## src/rtl/aes_key_sched_ctrl.sv

```systemverilog
// ---------------------------------------------------------------------------
// aes_key_sched_ctrl
//
// Control and storage for the AES key schedule. The round-key arithmetic
// (RotWord/SubWord/Rcon XOR chain) lives in an external combinational
// datapath. Each expansion step sends that datapath the previous Nk words
// plus the round constant and stores the Nk words it returns in the same
// cycle. Once the schedule is complete, round keys are read back one
// 128-bit key per request.
//
// Parameters
//   Nk : key length in 32-bit words (4, 6 or 8)
//   Nr : cipher round count (10, 12 or 14, paired with Nk)
//
// Optional feature
//   KEYSCHED_DECRYPT_EN : adds input rk_dec. A read with rk_dec=1 returns
//                         round key Nr-rk_idx (inverse-cipher order).
//
// Ports
//   clk, rst     : clock, synchronous active-high reset
//   start        : one-cycle request to expand key_in (ignored while busy)
//   key_in       : cipher key, word 0 in the MSBs
//   busy         : expansion steps in progress
//   done         : one-cycle pulse when the schedule is complete
//   key_ready    : stored schedule is valid for reads
//   exp_rcon     : round constant to the expansion datapath
//   exp_key_in   : previous Nk words to the expansion datapath
//   exp_key_out  : next Nk words from the expansion datapath
//   rk_rd        : round-key read request
//   rk_idx       : requested round index 0..Nr
//   rk_dec       : (KEYSCHED_DECRYPT_EN only) reverse the round index
//   rk_out       : registered round key, lowest-numbered word in the MSBs
//   rk_valid     : one-cycle flag marking rk_out as fresh read data
// ---------------------------------------------------------------------------
module aes_key_sched_ctrl #(
    parameter int Nk = 4,
    parameter int Nr = 10
) (
    input  logic             clk,
    input  logic             rst,
    input  logic             start,
    input  logic [Nk*32-1:0] key_in,
    output logic             busy,
    output logic             done,
    output logic             key_ready,
    output logic [31:0]      exp_rcon,
    output logic [Nk*32-1:0] exp_key_in,
    input  logic [Nk*32-1:0] exp_key_out,
    input  logic             rk_rd,
    input  logic [3:0]       rk_idx,
`ifdef KEYSCHED_DECRYPT_EN
    input  logic             rk_dec,
`endif
    output logic [127:0]     rk_out,
    output logic             rk_valid
);

    // Total schedule size and the number of Nk-word expansion steps needed
    // to cover it (the final step may overshoot and is truncated).
    localparam int         NW     = 4 * (Nr + 1);
    localparam int         NSTEP  = (NW + Nk - 1) / Nk - 1;
    localparam logic [3:0] NSTEP4 = 4'(NSTEP);
    localparam logic [3:0] NR4    = 4'(Nr);

    typedef enum logic [1:0] {
        IDLE   = 2'd0,
        EXPAND = 2'd1,
        FIN    = 2'd2
    } state_t;

    state_t             state_q, state_d;
    logic [3:0]         step_q, step_d;
    logic [Nk*32-1:0]   prev_q, prev_d;
    logic               key_ready_q, key_ready_d;
    logic               rk_valid_q, rk_valid_d;
    logic [127:0]       rk_out_q, rk_out_d;
    logic [31:0]        words_q [0:NW-1];

    logic               key_load;
    logic               step_wr;
    logic [3:0]         rd_idx;
    logic [5:0]         rd_base;

    function automatic logic [31:0] rcon(input logic [3:0] s);
        logic [7:0] b;
        case (s)
            4'd1:    b = 8'h01;
            4'd2:    b = 8'h02;
            4'd3:    b = 8'h04;
            4'd4:    b = 8'h08;
            4'd5:    b = 8'h10;
            4'd6:    b = 8'h20;
            4'd7:    b = 8'h40;
            4'd8:    b = 8'h80;
            4'd9:    b = 8'h1b;
            4'd10:   b = 8'h36;
            default: b = 8'h00;
        endcase
        return {b, 24'h000000};
    endfunction

`ifdef KEYSCHED_DECRYPT_EN
    // Range is checked on rk_idx itself, so the subtraction never wraps
    // for an accepted read.
    assign rd_idx = rk_dec ? (NR4 - rk_idx) : rk_idx;
`else
    assign rd_idx = rk_idx;
`endif
    assign rd_base = {rd_idx, 2'b00};

    always_comb begin
        state_d     = state_q;
        step_d      = step_q;
        prev_d      = prev_q;
        key_ready_d = key_ready_q;
        rk_valid_d  = 1'b0;
        rk_out_d    = rk_out_q;
        key_load    = 1'b0;
        step_wr     = 1'b0;

        unique case (state_q)
            IDLE: begin
                if (start) begin
                    state_d     = EXPAND;
                    step_d      = 4'd1;
                    prev_d      = key_in;
                    key_ready_d = 1'b0;
                    key_load    = 1'b1;
                end
            end
            EXPAND: begin
                prev_d  = exp_key_out;
                step_wr = 1'b1;
                if (step_q == NSTEP4) begin
                    state_d     = FIN;
                    step_d      = 4'd0;
                    key_ready_d = 1'b1;
                end else begin
                    step_d = step_q + 4'd1;
                end
            end
            FIN: begin
                state_d = IDLE;
            end
            default: begin
                state_d = IDLE;
            end
        endcase

        // A read coinciding with an accepted start sees a schedule that is
        // being replaced, so it is dropped even though key_ready_q is still 1.
        if (rk_rd && key_ready_q && !key_load && (rk_idx <= NR4)) begin
            rk_valid_d = 1'b1;
            rk_out_d   = {words_q[rd_base],         words_q[rd_base + 6'd1],
                          words_q[rd_base + 6'd2],  words_q[rd_base + 6'd3]};
        end
    end

    always_ff @(posedge clk) begin
        if (rst) begin
            state_q     <= IDLE;
            step_q      <= 4'd0;
            key_ready_q <= 1'b0;
            rk_valid_q  <= 1'b0;
            rk_out_q    <= '0;
        end else begin
            state_q     <= state_d;
            step_q      <= step_d;
            key_ready_q <= key_ready_d;
            rk_valid_q  <= rk_valid_d;
            rk_out_q    <= rk_out_d;
        end
    end

    // Data storage: no reset needed, contents are qualified by key_ready_q
    // and the exp_* outputs are gated by state.
    always_ff @(posedge clk) begin
        if (!rst) begin
            prev_q <= prev_d;
            if (key_load) begin
                for (int j = 0; j < Nk; j++) begin
                    words_q[6'(j)] <= key_in[(Nk-1-j)*32 +: 32];
                end
            end
            if (step_wr) begin
                // The last step may run past the schedule end; those words
                // are not part of any round key and are dropped.
                for (int j = 0; j < Nk; j++) begin
                    if ((int'(step_q) * Nk + j) < NW) begin
                        words_q[6'(int'(step_q) * Nk + j)] <= exp_key_out[(Nk-1-j)*32 +: 32];
                    end
                end
            end
        end
    end

    assign busy       = (state_q == EXPAND);
    assign done       = (state_q == FIN);
    assign key_ready  = key_ready_q;
    assign exp_key_in = busy ? prev_q : '0;
    assign exp_rcon   = busy ? rcon(step_q) : 32'h0;
    assign rk_out     = rk_out_q;
    assign rk_valid   = rk_valid_q;

endmodule

```

## config.mk

```make
export PLATFORM = sky130hd
export DESIGN_NAME = aes_key_sched_ctrl
export DESIGN_NICKNAME = d
export VERILOG_FILES = /design/src/rtl/aes_key_sched_ctrl.sv
export SDC_FILE = /design/constraint.sdc
export NUM_CORES = 2
export LEC_CHECK = 0
export BUFFER_PORTS_ARGS = -buffer_cell sky130_fd_sc_hd__buf_2
export CAP_MARGIN = 15
export CELL_PAD_IN_SITES_DETAIL_PLACEMENT = 2
export CELL_PAD_IN_SITES_GLOBAL_PLACEMENT = 2
export CORE_AREA = 2 2 386 388
export CTS_BUF_LIST = sky130_fd_sc_hd__clkbuf_8
export CTS_CLUSTER_SIZE = 28
export DETAILED_ROUTE_END_ITERATION = 7
export DIE_AREA = 0 0 388 390
export PLACE_DENSITY_LB_ADDON = 0.1
export SYNTH_ARGS = -nofsm -noshare
export SYNTH_HDL_FRONTEND = slang
export SYNTH_SLANG_ARGS = --single-unit
export TNS_END_PERCENT = 10
```

## constraint.sdc

```tcl
create_clock -name clk -period 12.9 [get_ports clk]
set_input_delay 0.645 -clock clk [delete_from_list [all_inputs] [get_ports clk]]
set_output_delay 0.645 -clock clk [all_outputs]
set_load 0.01 [all_outputs]
```

==> summary.txt <==
Status
  • Status: finished, final reports clean

Timing
  • Worst slew pin tran: 1.27 ns
  • Setup_tns: 0 ns
  • Clock skew: approximately 0.052 ns
  • Max Slew Vio Count: 0
  • Slew HR: 15.2%
  • FMAX: around 220 MHz
  • Post-route setup slack: 8.44 ns
  • Final Cycle Share: about a third
  • RSZ-0062 raised after global routing: false
  • Final Hold Viols: 0
  • Period minus WS final: 4.46 ns
  • Final setup fails: 0

Synthesis
  • Register bit total from synthesis: 1680
  • Syn_area_per_cell: 15.9 µm²
  • YS warnings: 0
  • Number of flops mapped to enable cells by yosys: 1536
  • Area of the mapped netlist: around 66000 µm²
  • Post-synth ARST share: 0%
  • Top FF cell, synth: edfxtp_1
  • Syn Inst Count: 4135
  • Ranking of synthesized cells by area: edfxtp_1, nand2_1, dfxtp_1
  • Sequential-to-total area share from yosys stat: 74.3%
  • Post-synthesis cell type count: 47
  • Synth top area share: 69.9%
  • Yosys top cell by area: edfxtp_1
  • Cell with the most instances after synthesis: edfxtp_1
  • Synth cell count leaders: edfxtp_1, nand2_1, mux2i_1

Global route
  • Pin count of the biggest net entering global routing: 130
  • First-pass GRT wire length: 327000 µm
  • Total GRT Usage: 29.5%
  • GRT overflow: 0
  • Antenna violations before repair: 17
  • Vias in the first global route: 47.2k

Detailed routing
  • ANT nets after route: 0
  • DRC errors left: 0
  • First-pass DRT Iterations: 6
  • Total wire length: 224000 µm
  • Drt first-iter violations: 3274
  • Drt via density: 5.81
  • WL/cell: approximately 31 µm
  • DR vias: 41.7k

Clocking
  • Post-cts gate resize count: 0
  • Max Root-Sink Buffers: 4
  • Clk root buf: clkbuf_8
  • Clk_lat worst skew: slightly above 1 ns
  • Hold buffer count at cts: 243
  • CTS tree: built
  • CTS clk-pin slew, worst paths: approximately 0.06 ns
  • Postcts setup bufs: 0
  • Total CTS buffers: around 300
  • Clock H-tree levels: 5
  • Clk sink count: about 1.7k

Die
  • Starting Density: approximately 45%
  • Core Region: approximately 150000 µm²
  • Die height: 390 µm
  • Io pins: 556
  • Die Wd: 388 µm
  • Die ar.: 151000 µm²
  • Row count: 141

Layout
  • Layout area overhead: 18.9%
  • Final net count: 5286
  • Filler Cells Inserted: 13.2k
  • Share of cells above drive strength 1: 24.5%
  • Multi-input logic area: 15500 µm²
  • Storage element area: between 40000 and 50000 µm²

Place
  • I/O Buffers: 531
  • Hpwl dp: 122000 µm
  • Place WS: just over 8 ns
  • GPL Wtd Cong: 0.734

Pwr
  • P_leak: 29.3 nW
  • P per Cell Area: approximately 150 nW/µm²
  • Max VDD drop: between 0.07 and 0.08 mV
  • Tot Pwr: 11.7 mW

Critical path
  • Critical path data required time: approximately 13 ns
  • CP Capture Type: flop
  • R2R setup slack: between 8 and 9 ns
  • CP Data Arrival Time: 5.05 ns
  • Crit path kind: flop to flop
  • Setup crit start kind: flop
  • CP Max Fanout: 124

Worst hold path
  • Hold crit path type: primary input to flop

Run
  • Maxcap violations: 0
[final timing paths]
| kind | from | end | cells past startpoint |
|---|---|---|---|
| worst max register to register | state_q[0] | words_q[39][16] | 6 |
| worst max-delay path | state_q[0] | words_q[39][16] | 6 |
| worst min register to register | rk_out[83] | rk_out[83] | 2 |
| worst min-delay path | key_in[68] | words_q[1][4] | 2 |
[kinds of logic after synthesis]
group                    after synthesis  share of synthesized area (%)
flip-flops                          1680                           74.3
AND/OR/NAND/NOR                     1229                           7.99
multiplexers                         514                           10.5
AO/OA/AOI/OAI                        405                           4.59
buffers and inverters                301                           2.54
adder cells (fa/ha/maj)                4                         0.0759
other                                  1                        0.00569
XOR/XNOR                               1                         0.0133
[where the power goes]
| part | internal (mW) | switching (mW) |
|---|---|---|
| clock network | 2.57 | 2.27 |
| logic | 0.270 | 0.505 |
| registers | 6.03 | 0.0263 |
[metrics by stage]
stage          instance area, µm²  cells  utilization (%)  hold WS (ns)
6_report                    78400   7176             53.3        0.0703
2_1_floorplan               66000   4158                -         0.463
3_3_place_gp                70300   6399             47.8         0.423
4_1_cts                     78400   7168             53.3       0.00383
3_5_place_dp                70300   6399             47.8         0.430
5_1_grt                     78400   7174             53.3       0.00600
[sequential cells by signal (all words and copies together) (netlist names), named ones only]
name / count
key_ready: 1
words_q: 1408
prev_q: 128
step_q: 4
rk_out: 128
rk_valid: 1
state_q: 2
[routing by layer]
metal	routed length, µm	global-route usage [%]	up-vias
li1	-	-	17600
met1	88500	36.5	22100
met2	116000	52.6	1577
met3	12900	4.84	423
met4	6850	9.94	12
met5	79	0	-
[cell usage in the layout, fill, tap and decap left out, drive strengths merged, types with 3 or more instances in the layout]
master       instances
edfxtp            1536
nand2              910
buf                604
clkbuf             342
mux2i              257
dlygate4sd3        243
dfxtp              144
and2               137
mux2               129
nand3              129
o22ai              128
a221oi             128
mux4               128
o211ai             128
inv                112
clkinv              69
conb                24
nor2                14
bufinv               8
nor3                 8
diode                7
a21oi                6
nand2b               6
o21ai                6
nor4                 6
nor3b                5
ha                   4
clkinvlp             4
nor2b                3
and3                 3
[critical path, cell delays in order (launching register included)]
cell	delay, ns
dfxtp_1	0.54
nand2b_4	0.15
inv_8	0.46
nand2_1	0.54
nor2_4	0.88
buf_4	0.65
buf_4	0.80
[layout make-up]
| cell class | instances | area share [%] |
|---|---|---|
| tap | 1930 | 3.08 |
| multi-input combinational | 2177 | 19.8 |
| antenna | 7 | 0.0223 |
| clock buffer | 342 | 6.00 |
| clock inverter | 184 | 1.22 |
| inverter | 9 | 0.0590 |
| sequential | 1680 | 62.5 |
| timing repair buffer | 847 | 7.33 |
(Power assumes the default switching activity.)
